==> src/rtl/cpu_defs_pkg.sv <==
// Shared definitions for the 16-bit single-cycle CPU: word size, opcode and
// function codes, fetch state encoding and instruction field positions.
package cpu_defs;

    localparam int WORD_SIZE = 16;

    // Opcodes (instr[15:12])
    localparam logic [3:0] OPCODE_ADI   = 4'd4;
    localparam logic [3:0] OPCODE_LHI   = 4'd6;
    localparam logic [3:0] OPCODE_JMP   = 4'd9;
    localparam logic [3:0] OPCODE_JAL   = 4'd10;
    localparam logic [3:0] OPCODE_RTYPE = 4'd15;

    // R-type function codes (instr[5:0])
    localparam logic [5:0] FUNC_ADD = 6'd0;
    localparam logic [5:0] FUNC_WWD = 6'd28;
    localparam logic [5:0] FUNC_HLT = 6'd29;

    // Instruction field bit positions
    localparam int OPCODE_MSB = 15;
    localparam int OPCODE_LSB = 12;
    localparam int RS_MSB     = 11;
    localparam int RS_LSB     = 10;
    localparam int RT_MSB     = 9;
    localparam int RT_LSB     = 8;
    localparam int RD_MSB     = 7;
    localparam int RD_LSB     = 6;
    localparam int FUNC_MSB   = 5;
    localparam int FUNC_LSB   = 0;
    localparam int IMM_MSB    = 7;
    localparam int IMM_LSB    = 0;
    localparam int TARGET_MSB = 11;
    localparam int TARGET_LSB = 0;

    // Fetch state encoding
    typedef enum logic [1:0] {
        FETCH  = 2'd0,
        DECODE = 2'd1,
        HALTED = 2'd2
    } fetch_state_t;

    // True for the HLT instruction (R-type with FUNC_HLT)
    function automatic logic is_hlt(input logic [3:0] op, input logic [5:0] fn);
        return (op == OPCODE_RTYPE) && (fn == FUNC_HLT);
    endfunction

endpackage

==> src/rtl/inst_field_split.sv <==
// Combinational slicing of an instruction word into its decode fields.
// Shared by single-cycle, multi-cycle and pipelined fetch variants.
module inst_field_split
    import cpu_defs::*;
(
    input  logic [WORD_SIZE-1:0] i_instr,
    output logic [3:0]           o_opcode,
    output logic [5:0]           o_func,
    output logic [1:0]           o_rs,
    output logic [1:0]           o_rt,
    output logic [1:0]           o_rd,
    output logic [7:0]           o_imm,
    output logic [11:0]          o_target
);

    assign o_opcode = i_instr[OPCODE_MSB:OPCODE_LSB];
    assign o_func   = i_instr[FUNC_MSB:FUNC_LSB];
    assign o_rs     = i_instr[RS_MSB:RS_LSB];
    assign o_rt     = i_instr[RT_MSB:RT_LSB];
    assign o_rd     = i_instr[RD_MSB:RD_LSB];
    assign o_imm    = i_instr[IMM_MSB:IMM_LSB];
    assign o_target = i_instr[TARGET_MSB:TARGET_LSB];

endmodule

==> src/rtl/inst_fetch_unit.sv <==
// Fetch stage: owns the PC, runs the readM/inputReady handshake, holds the
// instruction register and counts retired instructions.
// Optional: define HALT_INST_EN to make HLT stop fetching until reset.
module inst_fetch_unit
    import cpu_defs::*;
#(
    parameter int                         WORD_SIZE = cpu_defs::WORD_SIZE,
    parameter logic [cpu_defs::WORD_SIZE-1:0] RESET_PC  = 16'h0000
) (
    input  logic                 clk,
    input  logic                 reset,
    output logic                 readM,
    output logic [WORD_SIZE-1:0] address,
    input  logic [WORD_SIZE-1:0] memData,
    input  logic                 inputReady,
    input  logic                 isJMP,
    output logic [WORD_SIZE-1:0] instr,
    output logic [3:0]           opcode,
    output logic [5:0]           func,
    output logic [1:0]           rs,
    output logic [1:0]           rt,
    output logic [1:0]           rd,
    output logic [7:0]           imm,
    output logic [11:0]          target,
    output logic                 instValid,
    output logic [WORD_SIZE-1:0] pc,
    output logic [WORD_SIZE-1:0] num_inst,
    output logic                 halted
);

    fetch_state_t         r_state;
    fetch_state_t         w_next_state;
    logic [WORD_SIZE-1:0] r_pc;
    logic [WORD_SIZE-1:0] r_instr;
    logic [WORD_SIZE-1:0] r_num_inst;
    logic                 r_read_m;
    logic                 w_load_instr;
    logic                 w_retire;
    logic                 w_advance_pc;
    logic [WORD_SIZE-1:0] w_next_pc;

    inst_field_split u_split (
        .i_instr  (r_instr),
        .o_opcode (opcode),
        .o_func   (func),
        .o_rs     (rs),
        .o_rt     (rt),
        .o_rd     (rd),
        .o_imm    (imm),
        .o_target (target)
    );

    // Next-state and datapath strobes for the fetch FSM
    always_comb begin
        // NOTE: every always_comb output gets a default first so no path infers a latch.
        w_next_state = r_state;
        w_load_instr = 1'b0;
        w_retire     = 1'b0;
        w_advance_pc = 1'b0;
        case (r_state)
            FETCH: begin
                // r_read_m is low for the first cycle after reset; strobes there are ignored
                if (r_read_m && inputReady) begin
                    w_load_instr = 1'b1;
                    w_next_state = DECODE;
                end
            end
            DECODE: begin
                w_retire     = 1'b1;
                w_advance_pc = 1'b1;
                w_next_state = FETCH;
`ifdef HALT_INST_EN
                if (is_hlt(opcode, func)) begin
                    w_advance_pc = 1'b0;
                    w_next_state = HALTED;
                end
`endif
            end
            HALTED:  w_next_state = HALTED;
            default: w_next_state = FETCH;
        endcase
    end

    // Next PC: jump keeps the upper bits of the current pc, otherwise increment with wrap
    always_comb begin
        w_next_pc = r_pc + 1'b1;
        if (isJMP)
            w_next_pc = {r_pc[WORD_SIZE-1:12], target};
    end

    // State, PC, instruction register, retire counter and read request
    always_ff @(posedge clk) begin
        // NOTE: sequential state uses non-blocking assignments so all registers update together.
        if (reset) begin
            r_state    <= FETCH;
            r_pc       <= RESET_PC;
            r_instr    <= '0;
            r_num_inst <= '0;
            r_read_m   <= 1'b0;
        end else begin
            r_state  <= w_next_state;
            r_read_m <= (w_next_state == FETCH);
            if (w_load_instr)
                r_instr <= memData;
            if (w_retire)
                r_num_inst <= r_num_inst + 1'b1;
            if (w_advance_pc)
                r_pc <= w_next_pc;
        end
    end

    assign readM     = r_read_m;
    assign address   = r_pc;
    assign pc        = r_pc;
    assign instr     = r_instr;
    assign num_inst  = r_num_inst;
    assign instValid = (r_state == DECODE);
`ifdef HALT_INST_EN
    assign halted    = (r_state == HALTED);
`else
    assign halted    = 1'b0;
`endif

endmodule
==> config.mk <==
export PLATFORM = sky130hd
export DESIGN_NAME = inst_fetch_unit
export DESIGN_NICKNAME = d
export VERILOG_FILES = /design/src/rtl/cpu_defs_pkg.sv /design/src/rtl/inst_field_split.sv /design/src/rtl/inst_fetch_unit.sv
export SDC_FILE = /design/constraint.sdc
export NUM_CORES = 1
export LEC_CHECK = 0
export CAP_MARGIN = 20
export CORE_UTILIZATION = 30
export DETAILED_ROUTE_END_ITERATION = 10
export PLACE_DENSITY = 0.61
export SYNTH_ARGS = -nofsm -noshare
export SYNTH_HDL_FRONTEND = slang
export SYNTH_SLANG_ARGS = --single-unit
==> constraint.sdc <==
create_clock -name clk -period 3.4 [get_ports clk]
set_input_delay 0.85 -clock clk [delete_from_list [all_inputs] [get_ports clk]]
set_output_delay 0.85 -clock clk [all_outputs]
set_load 0.02 [all_outputs]
==> results of run 1 <==
[state kept, by name, summed over array words and instances, names as in the netlist]
signal,cells
address,16
readM,1
r_state,2
num_inst,16
instr,16
[cell usage in the layout (no fill, tap or decap), drive strengths merged, types with 2 or more instances in the layout]
cell | synthesis | layout
o22ai | 2 | 2
xnor2 | 4 | 4
a211oi | 4 | 4
and3 | 9 | 9
nor2 | 21 | 21
nor3 | 4 | 4
o31ai | 2 | 2
xor2 | 8 | 8
ha | 2 | 2
nor3b | 2 | 2
clkdlybuf4s50 | 0 | 120
nor2b | 5 | 5
o21ai | 11 | 11
nand4 | 12 | 12
and4 | 4 | 4
mux2 | 3 | 3
a31oi | 6 | 6
nand3 | 15 | 15
dfxtp | 51 | 51
a21oi | 30 | 30
clkbuf | 9 | 7
nand2 | 46 | 46
or3 | 5 | 5
buf | 61 | 5
nand3b | 2 | 2
[metal layers]
layer,share of wire (%),GRT usage [%],wire [µm]
met2,50,25.5,3370
met3,5.0,3.00,340
met4,0.46,3.43,31
met1,45,18.2,3000
met5,0,0,0
[worst max-delay path: stages, from the launching register on]
cell	delay, ps
dfxtp_1	440
nand2b_1	80
buf_4	180
inv_1	80
clkdlybuf4s50_1	600
[cell type report]
type / count / area [µm²]
Sequential cell: 51 / 1020
Inverter: 2 / 7.51
Clock buffer: 7 / 96.3
Timing Repair Buffer: 125 / 1240
Tap cell: 108 / 135
Multi-Input combinational cell: 208 / 1170
Fill cell: 905 / 5010
Clock inverter: 1 / 7.51
[report_power, final]
group | internal [µW] | total, µW | switching [µW]
Combinational | 92.4 | 193 | 100
Clock | 186 | 392 | 206
Sequential | 611 | 629 | 18.2
[synth_stat cells]
| library cell | instances | area, µm² |
|---|---|---|
| buf_4 | 54 | 405 |
| dfxtp_1 | 51 | 1020 |
| nand2_1 | 46 | 173 |
| a21oi_1 | 30 | 150 |
| nor2_1 | 21 | 78.8 |
| nand3_1 | 15 | 75.1 |
| nand4_1 | 12 | 75.1 |
| o21ai_0 | 11 | 55.1 |
| clkbuf_1 | 9 | 33.8 |
| xor2_1 | 8 | 70.1 |
| and3_1 | 7 | 43.8 |
| a31oi_1 | 6 | 37.5 |
| buf_2 | 6 | 30.0 |
| nor2b_1 | 5 | 31.3 |
| or3_1 | 5 | 31.3 |
| a211oi_1 | 4 | 30.0 |
| nor3_1 | 4 | 20.0 |
| xnor2_1 | 4 | 35.0 |
| and4_1 | 3 | 26.3 |
| mux2_2 | 3 | 33.8 |
| and3_2 | 2 | 15.0 |
| ha_1 | 2 | 25.0 |
| nand3b_1 | 2 | 15.0 |
| nor3b_1 | 2 | 15.0 |
| o22ai_1 | 2 | 12.5 |
| o31ai_1 | 2 | 15.0 |
| a21o_1 | 1 | 7.51 |
| a22oi_1 | 1 | 7.51 |
| a2bb2oi_1 | 1 | 8.76 |
| a31o_2 | 1 | 8.76 |
| and4_4 | 1 | 11.3 |
| and4b_1 | 1 | 10.0 |
| and4bb_2 | 1 | 12.5 |
| buf_1 | 1 | 3.75 |
| clkinv_1 | 1 | 3.75 |
| conb_1 | 1 | 3.75 |
| inv_1 | 1 | 3.75 |
| mux2i_1 | 1 | 10.0 |
| nand2b_1 | 1 | 6.26 |
| o41ai_1 | 1 | 8.76 |
| or4_1 | 1 | 7.51 |
[metrics by stage]
step / instances / worst slack, ps / util [%]
2_1_floorplan: 331 / 1460 / -
3_3_place_gp: 494 / 912 / 41.1
3_5_place_dp: 494 / 861 / 41.1
4_1_cts: 502 / 831 / 42.3
5_1_grt: 502 / 757 / 42.3
6_report: 502 / 845 / 42.3
[kinds of logic after synthesis]
logic type                 Yosys count
DFF                                 51
AOI/OAI and AO/OA                   60
and+or+nand+nor                    129
xor gates and xnor gates            12
adders and majority gates            2
other                                1
buffers and inverters               72
muxes                                4
[worst paths after layout]
check / endpoint / cells past startpoint / from / slack, ps
worst max register to register: address[9] / 4 / address[4] / 1650
worst max-delay path: instValid / 4 / r_state[0] / 840
worst min register to register: instr[14] / 2 / instr[14] / 480
worst min-delay path: instr[14] / 2 / instr[14] / 480
==> qor.yml, run 1 <==
run_status:
  status: "finished, final reports clean"
final_layout:
  final_area_um2: 3670
  synthToLayoutAreaGrowth_pct: 37.6
  layout-drive-gt1-share_pct: 5.33
  num_antenna_cells: 0
  final_nets: 415
global_route:
  first_global_vias: 2276
  grt_usage_pct: 14.6
  grt_first_pass_wirelength_mm: 10.6
  grt_max_degree: 41
  grt_antenna_before_repair: 0
  overflow: 0
yosys:
  synth_xor_area_share_pct: 3.94
  synth_top_family_by_area: "simple AND/OR/NAND/NOR gates"
  synthDistinctLibCells: 41
  synth_compound_area_share_pct: 12.8
  syn_avg_cell_area_um2: 8.06
  ys_ff_latch: 51
  yosys.area_share.simple_pct: 24.2
  ys_seq_area_share_pct: 38.3
  yosys_warnings: 0
  syn_nets: 353
  yosys-mux-area-fraction_pct: 1.64
  syn_area_um2: 2670
  synthAdderAreaFrac_pct: 0.938
  syn_inst: 331
route:
  vias_per_cell: 4.85
  first_pass_iters: 4
  route.detailed.drc: 0
  wl_per_cell_um: 13.4
  finalWirelength_mm: 6.74
  drt-initial-drc-count: 121
  via_count: 2436
  ant_nets: 0
worst_setup_path:
  worst_setup_path_end_kind: "output pin"
  crit_path_max_fanout: 13
  start_kind: "flip-flop"
  cp.arrival_ps: 1710
  crit_required_ps: 2550
  timing_worst_setup_path_type: "flip-flop to output pin"
clock_network:
  postCtsSetupBuffers: 0
  cts.htree.levels: 2
  clock_path_buffers: 2
  numCtsBuffers: 5
  cts_resized: 0
  cts_tree: "built"
  hold_buffers: 0
  insertion_delay_ps: 300
  clkTransAtPathRegs_ps: 90
  root_buffer: "clkbuf_8"
  cts_sinks: 51
sta:
  setup_viol: 0
  rsz0062_at_grt: "false"
  holdWs_ps: 477
  hold_viol: 0
  max_freq_mhz: 391
  clock_skew_ps: 6.46
  layout_min_cycle_time_ps: 2560
  finalSetupTns_ps: 0
  slew_viol_final: 0
  relSlewSlack_pct: 49.5
  tightest_slew_ps: 755
  fin_crit_sh_pct: 75.2
run:
  cap_violations: 0
floorplanning:
  chipWidth_um: 96.3
  dieArea_um2: 9270
  die_y_um: 96.3
  initial_core_util_pct: 30.7
  core_um2: 8680
  rows: 34
  ios: 123
hold_path:
  hp-class: "flip-flop to flip-flop"
placed_design:
  hpwl_mm: 4.87
  place_area_um2: 3570
  place_congestion: 0.769
  io_buffers: 121
power_and_ir_drop:
  total_power_uw: 1210
  power_density_nw_per_um2: 331
  peakVddDrop_v: 0.000161
  p_leak_uw: 0.00125
No activity file was read; power rests on OpenSTA's default activity.
==> run 2, diff against run 1 <==
==> constraint.sdc (replaced) <==
create_clock -name clk -period 2.5 [get_ports clk]
set_input_delay 0.625 -clock clk [delete_from_list [all_inputs] [get_ports clk]]
set_output_delay 0.625 -clock clk [all_outputs]
set_load 0.02 [all_outputs]
==> run 2 against run 1 <==
Routed wire length is 0.42% higher. Count of clock-buffer cells in the layout is 1 lower. Hold slack better by 5.9 ps. Non-clock buffer count is 3 higher. Flip-flop and latch count stayed put. Clock skew hardly changed. Setup slack worse by 520 ps.
==> qor.yml, run 2 (same netlist as run 1, synthesis figures left out) <==
sta:
  max_freq_mhz: 460
  rsz0062_at_grt: "false"  # unchanged
  fin_crit_sh_pct: 87.0
  fin_ws_ps: 326  # was 845 ps
  holdWs_ps: 483  # was 477 ps
  hold_viol: 0  # unchanged
  slew_viol_final: 0  # unchanged
  layout_min_cycle_time_ps: 2170
  finalSetupTns_ps: 0  # unchanged
  clock_skew_ps: 6.79  # was 6.46 ps
  setup_viol: 0  # unchanged
  relSlewSlack_pct: 58.5  # was 49.5%
  tightest_slew_ps: 623  # was 755 ps
clock_network:
  clock_path_buffers: 2  # unchanged
  postCtsSetupBuffers: 0  # unchanged
  numCtsBuffers: 5  # unchanged
  insertion_delay_ps: 300  # about the same
  cts_tree: "built"  # unchanged
  clkTransAtPathRegs_ps: 90  # about the same
  root_buffer: "clkbuf_8"  # unchanged
  cts_sinks: 51  # unchanged
  cts.htree.levels: 2  # unchanged
  cts_resized: 0  # unchanged
  hold_buffers: 0  # unchanged
worst_setup_path:
  crit_path_max_fanout: 6  # was 13
  crit_required_ps: 1880  # was 2550 ps
  timing_worst_setup_path_type: "flip-flop to output pin"  # unchanged
  start_kind: "flip-flop"  # unchanged
  cp.arrival_ps: 1550  # was 1710 ps
  worst_setup_path_end_kind: "output pin"  # unchanged
final_layout:
  final_cell_mix: "clkdlybuf4s50_1, dfxtp_1, nand2_1"  # unchanged
  final_area_um2: 3660  # was 3670 µm²
  final.fill_count: 899  # was 905
  final_nets: 418  # was 415
  final_common_cell: "clkdlybuf4s50_1"  # unchanged
  layout-drive-gt1-share_pct: 5.32  # was 5.33%
  synthToLayoutAreaGrowth_pct: 37.2  # was 37.6%
  seqCellArea_um2: 1020  # unchanged
  num_antenna_cells: 0  # unchanged
  multi_input_area_um2: 1170  # unchanged
route:
  via_count: 2458  # was 2436
  ant_nets: 0  # unchanged
  wl_per_cell_um: 13.5  # was 13.4 µm
  finalWirelength_mm: 6.77  # was 6.74 mm
  vias_per_cell: 4.89  # was 4.85
  route.detailed.drc: 0  # unchanged
  first_pass_iters: 6  # was 4
  drt-initial-drc-count: 91  # was 121
global_route:
  grt_usage_pct: 14.5  # was 14.6%
  grt_max_degree: 35  # was 41
  grt_first_pass_wirelength_mm: 10.4  # was 10.6 mm
  first_global_vias: 2214  # was 2276
  overflow: 0  # unchanged
  grt_antenna_before_repair: 0  # unchanged
floorplanning:
  chipWidth_um: 96.3  # unchanged
  ios: 123  # unchanged
  rows: 34  # unchanged
  initial_core_util_pct: 30.7  # unchanged
  dieArea_um2: 9270  # unchanged
  core_um2: 8680  # unchanged
  die_y_um: 96.3  # unchanged
power_and_ir_drop:
  p_leak_uw: 0.00125  # about the same
  peakVddDrop_v: 0.000206  # was 0.000161 V
  power_density_nw_per_um2: 429  # was 331 nW/µm²
placed_design:
  place_congestion: 0.770  # was 0.769
  io_buffers: 121  # unchanged
  place_area_um2: 3590  # was 3570 µm²
  place_ws_ps: 312  # was 861 ps
  hpwl_mm: 4.80  # was 4.87 mm
run:
  cap_violations: 0  # unchanged
hold_path:
  hp-class: "flip-flop to flip-flop"  # unchanged
run_status:
  status: "finished, final reports clean"  # unchanged
==> run 2: changes by cell type in the layout (fill, tap and decap cells not counted), sizes merged <==
cell / change
clkbuf: -1
buf: +3
clkinvlp: -1
==> run 2: final cells by class <==
class,instances,share of cell area [%]
timing repair buffer,128,34.4
multi-input combinational,208,31.9
sequential,51,27.9
tap,108,3.69
clock buffer,6,1.98
inverter,2,0.205
==> run 2: path summary, 6_finish.rpt <==
| check | cells after the start | slack (ps) | end | from |
|---|---|---|---|---|
| min | 2 | 480 | instr[14] | instr[14] |
| min reg2reg | 2 | 480 | instr[14] | instr[14] |
| max reg2reg | 4 | 740 | address[9] | address[4] |
| max | 3 | 330 | instValid | r_state[1] |
==> run 2: routing by layer <==
layer	share of wire (%)	global-route usage, %
met1	47	18.9
met3	6.4	4.19
met5	0	0
met4	1.1	3.68
met2	46	23.5
==> run 2: stage by stage <==
step | utilization, % | power [µW] | cells
2_1_floorplan | - | 1040 | 331
3_3_place_gp | 41.3 | 1140 | 497
3_5_place_dp | 41.3 | 1140 | 497
4_1_cts | 42.2 | 1590 | 503
5_1_grt | 42.2 | 1650 | 503
6_report | 42.2 | 1570 | 503
==> run 2: worst max-delay path, stage by stage (launching register included) <==
cell and delay, ps:
dfxtp_1 360, nand2b_1 170, inv_1 100, clkdlybuf4s50_1 610
==> run 2: power breakdown <==
part,internal (µW),total (µW),switching [µW]
clock,188,450,263
combinational,129,267,138
sequential,830,854,24.1
total,1150,1570,425
==> run 3, diff against run 2 <==
--- a/config.mk
+++ b/config.mk
@@ -6,9 +6,9 @@
 export NUM_CORES = 1
 export LEC_CHECK = 0
 export CAP_MARGIN = 20
-export CORE_UTILIZATION = 30
+export CORE_UTILIZATION = 42
 export DETAILED_ROUTE_END_ITERATION = 10
-export PLACE_DENSITY = 0.61
+export PLACE_DENSITY = 0.81
 export SYNTH_ARGS = -nofsm -noshare
 export SYNTH_HDL_FRONTEND = slang
 export SYNTH_SLANG_ARGS = --single-unit
==> run 3 against run 2 <==
Power is 3.4% higher. Highest routed layer unchanged. Final area is 0.27% lower. Sequential power hardly changed. Largest cell class unchanged. Non-clock buffer count is 1 lower. First-iteration DRC count is 6.6% higher. Setup slack worse by 33 ps. Register-to-register slack better by 30 ps. Via count is 1.3% lower. Routed wire length is 4.9% lower. Count of clock-buffer cells in the layout stayed put. Sequential share of layout area is 0.076 points higher.
==> qor.yml, run 3 (same netlist as run 1, synthesis figures left out) <==
run_status:
  status: "finished, final reports clean"  # unchanged
floorplanning:
  initial_core_util_pct: 44.3  # was 30.7%
  die_y_um: 81.7  # was 96.3 µm
  rows: 28  # was 34
  dieArea_um2: 6670  # was 9270 µm²
  ios: 123  # unchanged
  chipWidth_um: 81.7  # was 96.3 µm
  core_um2: 6030  # was 8680 µm²
clock_network:
  cts_resized: 0  # unchanged
  insertion_delay_ps: 300  # about the same
  root_buffer: "clkbuf_8"  # unchanged
  cts_sinks: 51  # unchanged
  clock_path_buffers: 2  # unchanged
  hold_buffers: 0  # unchanged
  numCtsBuffers: 5  # unchanged
  cts.htree.levels: 2  # unchanged
  clkTransAtPathRegs_ps: 100  # was 90 ps
  cts_tree: "built"  # unchanged
  postCtsSetupBuffers: 0  # unchanged
route:
  wl_per_cell_um: 13.7  # was 13.5 µm
  vias_per_cell: 5.15  # was 4.89
  drt-initial-drc-count: 97  # was 91
  via_count: 2425  # was 2458
  route.detailed.drc: 0  # unchanged
  finalWirelength_mm: 6.44  # was 6.77 mm
  first_pass_iters: 4  # was 6
  ant_nets: 0  # unchanged
global_route:
  overflow: 0  # unchanged
  grt_first_pass_wirelength_mm: 10.1  # was 10.4 mm
  grt_usage_pct: 19.4  # was 14.5%
  grt_antenna_before_repair: 0  # unchanged
  grt_max_degree: 30  # was 35
  first_global_vias: 2216  # was 2214
final_layout:
  final_nets: 417  # was 418
  final_area_um2: 3650  # was 3660 µm²
  final.fill_count: 551  # was 899
  synthToLayoutAreaGrowth_pct: 36.9  # was 37.2%
  final_cell_mix: "clkdlybuf4s50_1, dfxtp_1, nand2_1"  # unchanged
  layout-drive-gt1-share_pct: 5.81  # was 5.32%
  num_antenna_cells: 0  # unchanged
  final_common_cell: "clkdlybuf4s50_1"  # unchanged
power_and_ir_drop:
  p_leak_uw: 0.00126  # was 0.00125 µW
  total_power_uw: 1620  # was 1570 µW
  power_density_nw_per_um2: 445  # was 429 nW/µm²
  peakVddDrop_v: 0.000268  # was 0.000206 V
sta:
  slew_viol_final: 0  # unchanged
  clock_skew_ps: 10.3  # was 6.79 ps
  setup_viol: 0  # unchanged
  hold_viol: 0  # unchanged
  rsz0062_at_grt: "false"  # unchanged
  layout_min_cycle_time_ps: 2210  # was 2170 ps
  max_freq_mhz: 453  # was 460 MHz
  fin_crit_sh_pct: 88.3  # was 87.0%
  finalSetupTns_ps: 0  # unchanged
worst_setup_path:
  reg2reg_slack_ps: 770  # was 740 ps
  crit_required_ps: 1880  # about the same
  cp_cell_sequence: "nand2b_1 -> inv_1 -> clkdlybuf4s50_1"  # unchanged
  cp_top_family: "buffers and inverters"  # unchanged
  start_kind: "flip-flop"  # unchanged
  cp.arrival_ps: 1580  # was 1550 ps
  critPathBufInv: 2  # unchanged
  worst_setup_path_end_kind: "output pin"  # unchanged
  cp_slowest_cell: "clkdlybuf4s50_1"  # unchanged
  timing_worst_setup_path_type: "flip-flop to output pin"  # unchanged
  crit_path_max_fanout: 6  # unchanged
  cpPeakStageDelay_ps: 630  # was 610 ps
placed_design:
  hpwl_mm: 4.65  # was 4.80 mm
  place_congestion: 0.842  # was 0.770
  place_area_um2: 3550  # was 3590 µm²
  io_buffers: 121  # unchanged
run:
  cap_violations: 0  # unchanged
hold_path:
  hp-class: "flip-flop to flip-flop"  # unchanged
run 3: through the flow:
stage	cells	utilization (%)	hold WS (ps)	setup WS, ps
floorplan	331	-	545	780
global placement	463	58.9	460	381
detailed placement	463	58.9	466	314
CTS	471	60.6	478	292
global route	471	60.6	512	240
finish	471	60.6	473	294
run 3: per-layer routing:
metal | up-vias | part of all wire, % | GRT usage [%]
met5 | - | 0 | 0
met2 | 92 | 50 | 34.9
li1 | 1212 | - | -
met4 | 0 | 0.71 | 5.09
met3 | 4 | 6.3 | 4.11
met1 | 1117 | 43 | 23.2
run 3: worst paths after layout:
check                                   to  cells after the start        from
worst max register to register  address[9]                      4  address[4]
worst max-delay path             instValid                      3  r_state[1]
worst min register to register   instr[15]                      2   instr[15]
worst min-delay path             instr[15]                      2   instr[15]
run 3: worst register-to-register path: stages (launching register included):
cell and delay [ps]:
dfxtp_1 480, and3_1 450, nand4_1 170, or4_1 410, a31oi_1 160
run 3: area by class of cell:
type                    instances  area, µm²  share of cell area (%)
multi-input cells             208       1170                    31.9
clock inverters                 2       16.3                   0.446
inverters                       2       7.51                   0.206
flip-flops and latches         51       1020                    28.0
clock buffers                   6       82.6                    2.26
well taps                      75       93.8                    2.57
repair buffers                127       1260                    34.6
run 3: power by group:
group          leakage, µW  switching, µW  internal, µW  total, µW
logic             0.000800            137           130        268
clock network    0.0000474            275           226        502
registers         0.000413           25.0           830        855
total              0.00126            438          1190       1620
